[src/rtl/fetch_pkg.sv]
// Shared types and constants for the MIPS instruction-fetch stage.
// Imported by fetch_buffer and fetch_stage.
package fetch_pkg;

  localparam logic [31:0] NOP_INSTR = 32'h0000_0000;
  localparam int FETCH_BUF_DEPTH = 2;

  typedef enum logic [1:0] {
    IDLE  = 2'd0,
    RUN   = 2'd1,
    DRAIN = 2'd2
  } fetch_state_e;

  typedef struct packed {
    logic [31:0] pc;
    logic [31:0] instr;
  } buf_entry_t;

  function automatic logic [31:0] word_align(
    input logic [31:0] a
  );
    return {a[31:2], 2'b00};
  endfunction

endpackage

[src/rtl/fetch_buffer.sv]
// Two-entry response FIFO between instruction memory and IF/ID.
// Push and pop may occur in the same cycle; clear empties it.
module fetch_buffer
  import fetch_pkg::*;
(
  input  logic       clk,
  input  logic       reset,
  input  logic       clear,
  input  logic       push,
  input  logic       pop,
  input  buf_entry_t din,
  output buf_entry_t head,
  output logic [1:0] occ
);

  buf_entry_t mem [FETCH_BUF_DEPTH];
  logic       rd_ptr;
  logic       wr_ptr;

  assign head = mem[rd_ptr];

  always_ff @(posedge clk) begin
    if (reset || clear) begin
      rd_ptr <= 1'b0;
      wr_ptr <= 1'b0;
      occ    <= 2'd0;
    end else begin
      if (push) begin
        mem[wr_ptr] <= din;
        wr_ptr      <= ~wr_ptr;
      end
      if (pop) begin
        rd_ptr <= ~rd_ptr;
      end
      occ <= occ + {1'b0, push} - {1'b0, pop};
    end
  end

  // The credit rule upstream must make both of these impossible.
  always_ff @(posedge clk) begin
    if (!reset && !clear) begin
      assert (!(push && !pop && occ == 2'd2));
      assert (!(pop && occ == 2'd0));
    end
  end

endmodule

[src/rtl/fetch_stage.sv]
// IF stage: PC, imem requests, response buffer and IF/ID register.
// Optional FETCH_PERF_EN adds perf_fetched / perf_bubbles counters.
module fetch_stage
  import fetch_pkg::*;
#(
  parameter logic [31:0] PC_RESET  = 32'h0000_0000,
  parameter int          BUF_DEPTH = 2
) (
  input  logic        clk,
  input  logic        reset,
  input  logic        stall,
  input  logic        redirect_valid,
  input  logic [31:0] redirect_pc,
  output logic        imem_req,
  output logic [31:0] imem_addr,
  input  logic        imem_rvalid,
  input  logic [31:0] imem_rdata,
  output logic [31:0] pc,
  output logic [31:0] OutInstruction,
  output logic        if_id_valid
`ifdef FETCH_PERF_EN
  ,
  output logic [31:0] perf_fetched,
  output logic [31:0] perf_bubbles
`endif
);

  localparam logic [1:0]  ST_IDLE  = IDLE;
  localparam logic [1:0]  ST_RUN   = RUN;
  localparam logic [1:0]  ST_DRAIN = DRAIN;
  localparam logic [2:0]  CREDITS  = 3'(BUF_DEPTH);
  localparam logic [31:0] PC_START = word_align(PC_RESET);

  logic [1:0]  state;
  logic [1:0]  state_nxt;
  logic [31:0] fetch_pc;
  logic [1:0]  inflight;
  logic [1:0]  inflight_nxt;
  logic [1:0]  drop_cnt;
  logic [1:0]  drop_nxt;
  logic [1:0]  occ;
  logic [31:0] resp_pc;
  buf_entry_t  head;
  buf_entry_t  resp_entry;
  logic        active;
  logic        issue;
  logic        resp;
  logic        good;
  logic        use_buf;
  logic        use_byp;
  logic        push;
  logic        pop;

  assign active    = !reset && (state != ST_IDLE);
  assign imem_req  = active &&
                     (({1'b0, inflight} + {1'b0, occ}) < CREDITS);
  assign imem_addr = fetch_pc;
  assign issue     = imem_req;

  assign resp = active && imem_rvalid;
  assign good = resp && (drop_cnt == 2'd0) && !redirect_valid;

  assign inflight_nxt = inflight + {1'b0, issue} - {1'b0, resp};

  // Responses return in order, so the oldest live request sits
  // inflight words behind the next fetch address.
  assign resp_pc    = fetch_pc - {28'd0, inflight, 2'b00};
  assign resp_entry = '{pc: resp_pc, instr: imem_rdata};

  assign use_buf = !stall && !redirect_valid && (occ != 2'd0);
  assign use_byp = !stall && good && (occ == 2'd0);
  assign pop     = use_buf;
  assign push    = good && !use_byp;

  always_comb begin
    drop_nxt = drop_cnt;
    if (redirect_valid) begin
      drop_nxt = inflight_nxt;
    end else if (resp && drop_cnt != 2'd0) begin
      drop_nxt = drop_cnt - 2'd1;
    end
  end

  always_comb begin
    state_nxt = ST_RUN;
    unique case (1'b1)
      state == ST_IDLE: state_nxt = ST_RUN;
      state != ST_IDLE && drop_nxt != 2'd0: state_nxt = ST_DRAIN;
      default: state_nxt = ST_RUN;
    endcase
  end

  fetch_buffer u_buf (
    .clk   (clk),
    .reset (reset),
    .clear (redirect_valid),
    .push  (push),
    .pop   (pop),
    .din   (resp_entry),
    .head  (head),
    .occ   (occ)
  );

  always_ff @(posedge clk) begin
    if (reset) begin
      state          <= ST_IDLE;
      fetch_pc       <= PC_START;
      inflight       <= 2'd0;
      drop_cnt       <= 2'd0;
      pc             <= 32'd0;
      OutInstruction <= NOP_INSTR;
      if_id_valid    <= 1'b0;
    end else begin
      state    <= state_nxt;
      inflight <= inflight_nxt;
      drop_cnt <= drop_nxt;
      if (redirect_valid) begin
        fetch_pc       <= word_align(redirect_pc);
        OutInstruction <= NOP_INSTR;
        if_id_valid    <= 1'b0;
      end else begin
        if (issue) begin
          fetch_pc <= fetch_pc + 32'd4;
        end
        if (use_buf) begin
          pc             <= head.pc;
          OutInstruction <= head.instr;
          if_id_valid    <= 1'b1;
        end else if (use_byp) begin
          pc             <= resp_pc;
          OutInstruction <= imem_rdata;
          if_id_valid    <= 1'b1;
        end else if (!stall) begin
          OutInstruction <= NOP_INSTR;
          if_id_valid    <= 1'b0;
        end
      end
    end
  end

`ifdef FETCH_PERF_EN
  logic loaded;

  assign loaded = use_buf || use_byp;

  always_ff @(posedge clk) begin
    if (reset) begin
      perf_fetched <= 32'd0;
      perf_bubbles <= 32'd0;
    end else begin
      if (loaded && perf_fetched != 32'hFFFF_FFFF) begin
        perf_fetched <= perf_fetched + 32'd1;
      end
      if (!stall && !loaded && perf_bubbles != 32'hFFFF_FFFF) begin
        perf_bubbles <= perf_bubbles + 32'd1;
      end
    end
  end
`endif

endmodule
[config.mk]
export PLATFORM = sky130hd
export DESIGN_NAME = fetch_stage
export DESIGN_NICKNAME = d
export VERILOG_FILES = /design/src/rtl/fetch_pkg.sv /design/src/rtl/fetch_buffer.sv /design/src/rtl/fetch_stage.sv
export SDC_FILE = /design/constraint.sdc
export NUM_CORES = 1
export LEC_CHECK = 0
export BUFFER_PORTS_ARGS = -buffer_cell sky130_fd_sc_hd__buf_2
export CORE_MARGIN = 2
export CORE_UTILIZATION = 51
export DETAILED_ROUTE_END_ITERATION = 10
export PLACE_DENSITY_LB_ADDON = 0.12
export REMOVE_ABC_BUFFERS = 1
export SYNTH_ARGS = -nofsm -noshare
export SYNTH_HDL_FRONTEND = slang
export SYNTH_SLANG_ARGS = --single-unit
[constraint.sdc]
create_clock -name clk -period 3.8 [get_ports clk]
set_input_delay 0.38 -clock clk [delete_from_list [all_inputs] [get_ports clk]]
set_output_delay 0.38 -clock clk [all_outputs]
set_load 0.02 [all_outputs]
==> metrics <==
status completed; global-route wire length before repair 38100 µm; Core Area 19500 µm²; Setup violations, final 0; Reg2Reg Depth 8; DRT Pass-1 Iters 4; Slew Limit Fails 0; PwrDens 499 nW/µm²; Tightest Hold Check Type input port to flip-flop; Post-synth EDFFs 124; Hold-fix buffers, CTS 0; Area growth, synth to finish 18.2%; maximum vdd ir drop 0.372 mV; final setup margin roughly 840 ps; PostCTS Resize Cnt 0; grt ovf 0; register bit total from synthesis 228; most frequently used flop master after synthesis edfxtp_1; crit-path cells inv_1, nor2_1, fa_1, nor2_1, nand3_1, nor3_1, a311oi_1, a2111oi_0; WL/cell 18.2 µm; hpwl dp about 15000 µm; Die Width 145 µm; endpoint class of the critical path flip-flop; Total GRT Usage 0.220; die area 21000 µm²; DR vias 7308; CTS H-tree lvls 1; CP Data Required Time 4190 ps; DIE HEIGHT about 140 µm; Longest Clk Path Bufs 3; Ant. Diodes 0; Ys Warns 0; Async SR Flop Fraction 0; Crit Path Max Fanout 10; pre-CTS setup slack 859 ps; vias in the first global route 7133; DRC viols 0; post-synthesis sequential area ratio 0.573; Buffers on Ports 160; Setup CP Type flip-flop to flip-flop; largest net degree at the start of global routing 69; CP max stage cell nor3_1; leakage 4.48 nW; CP Data Arrival Time 3350 ps; CTS clock-pin slew for the worst setup and hold paths 60 ps; CP Depth 8; maxcap violations 0; Num CTS Buffers 25; clk_skew roughly 17 ps; Routability Congestion roughly 0.8; Synth cell types roughly 60; initial antenna violation count 0; Avg Cell Area, Syn 11.5 µm²; Most common cell on crit path nor2_1; Final Cycle Share 0.779; Fillers 1618; Syn Inst Count 884; Layout Utilization 0.615; post-CTS setup buffer count 0; drt total wl 23600 µm; Cell Area, Synth 10100 µm²; max_slew headroom 0.330; Tmin final 2960 ps; peak per-stage delay on the critical path 630 ps; worst slew pin tran 1010 ps; worst hold stages 1; RSZ-0062 raised after global routing false; Starting Density 0.520; 1st-iter DRT viols just under 400; drt via density 5.64; Worst-Skew Late Latency 520 ps; Fmax 0.338 GHz; Layout Nets 1089; post-route ant nets 0; Worst path top cell family by delay simple AND/OR/NAND/NOR gates; Total Power about 6.0 mW; clock sinks 228; clock root buffer clkbuf_16; TritonCTS clock tree done; Critical Path Source Type flip-flop; layout cells sized above 1 0.255; row count a little over 50; I/O pin total ~170; CP Buf/Inv Count 1; final hold violation count 0
==> per-layer routing <==
metal | GRT usage | routed length [µm] | part of all wire
met1 | 0.303 | 10700 | 0.45
met2 | 0.367 | 11000 | 0.47
met3 | 0.0358 | 1470 | 0.062
met4 | 0.0505 | 438 | 0.019
met5 | 0 | 0 | 0
==> logic make-up after synthesis <==
group                    after synthesis  synth area share
other                                  1          0.000370
AO/OA/AOI/OAI                        152             0.113
adder cells (fa/ha/maj)                9            0.0126
AND/OR/NAND/NOR                      287             0.152
flip-flops                           228             0.573
buffers and inverters                 98            0.0404
XOR/XNOR                              48            0.0429
multiplexers                          61            0.0649
==> flip-flops by register name, indices dropped and copies added, names as in the netlist, named ones only <==
register        count
u_buf.rd_ptr        1
OutInstruction     32
imem_addr          30
u_buf.occ           2
u_buf.mem         124
drop_cnt            2
if_id_valid         1
u_buf.wr_ptr        1
pc                 30
state               2
inflight            2
==> cell usage in the layout (no fill, tap or decap), types with 4 or more instances in the layout <==
cell type,netlist,layout
a21o_1,5,5
xnor2_1,32,32
clkinv_1,1,5
clkinv_2,0,6
buf_2,8,160
or3_1,7,7
nor3_1,51,51
a221o_1,4,4
and3_1,8,8
nand4_1,16,16
bufinv_16,0,5
xor2_1,15,15
dfxtp_1,104,103
mux2_2,37,37
conb_1,1,4
mux2i_1,24,24
a311oi_1,11,11
a31oi_1,5,5
nand2b_1,4,4
nor2_1,57,56
nand3_1,15,15
a2111oi_0,4,4
a22o_1,5,5
nor4_1,16,16
a221oi_1,32,32
or4_1,5,5
buf_4,4,10
a21oi_1,16,16
nor4b_1,4,4
ha_1,7,7
o31ai_1,9,9
and4_1,5,5
edfxtp_1,124,124
clkbuf_16,0,25
nor2b_1,40,40
and2_1,7,6
o21ai_0,19,18
inv_1,21,20
nand2_1,41,41
a211oi_1,25,25
==> final timing paths <==
| check | to | slack (ps) | startpoint |
|---|---|---|---|
| worst min-delay path | u_buf.mem[1][16] | 60 | imem_rdata[16] |
| worst max-delay path | imem_addr[27] | 840 | u_buf.occ[0] |
| worst min register to register | if_id_valid | 480 | if_id_valid |
| worst max register to register | imem_addr[27] | 840 | u_buf.occ[0] |
==> power by group <==
group          switching (mW)  internal [mW]
clock                   0.973           1.57
sequential             0.0816           2.70
combinational           0.402          0.250
==> stage by stage <==
stage | hold WS [ps] | cells | setup TNS [ps] | cell area, µm²
CTS | 47.5 | 1295 | 0 | 12000
global placement | 469 | 1249 | 0 | 11100
floorplan | 449 | 811 | -91000 | 9810
finish | 62.3 | 1295 | 0 | 12000
global route | 55.0 | 1295 | 0 | 12000
detailed placement | 474 | 1249 | 0 | 11100
==> layout make-up <==
class	instances	area [µm²]	area share
timing repair buffer	173	936	0.0782
clock buffer	29	651	0.0544
clock inverter	17	215	0.0180
sequential	228	5810	0.485
multi-input combinational	561	3940	0.329
inverter	22	82.6	0.00690
tap	265	332	0.0277
==> cell usage after synthesis, types with 16 or more instances <==
cell type | instances | area, µm²
edfxtp_1 | 124 | 3720
dfxtp_1 | 104 | 2080
nor2_1 | 57 | 214
clkbuf_1 | 54 | 203
nor3_1 | 51 | 255
nand2_1 | 41 | 154
nor2b_1 | 40 | 250
mux2_2 | 37 | 417
a221oi_1 | 32 | 280
xnor2_1 | 32 | 280
a211oi_1 | 25 | 188
mux2i_1 | 24 | 240
inv_1 | 21 | 78.8
o21ai_0 | 19 | 95.1
a21oi_1 | 16 | 80.1
nand4_1 | 16 | 100
nor4_1 | 16 | 100
Note: power is estimated with default switching activity, not from simulation.
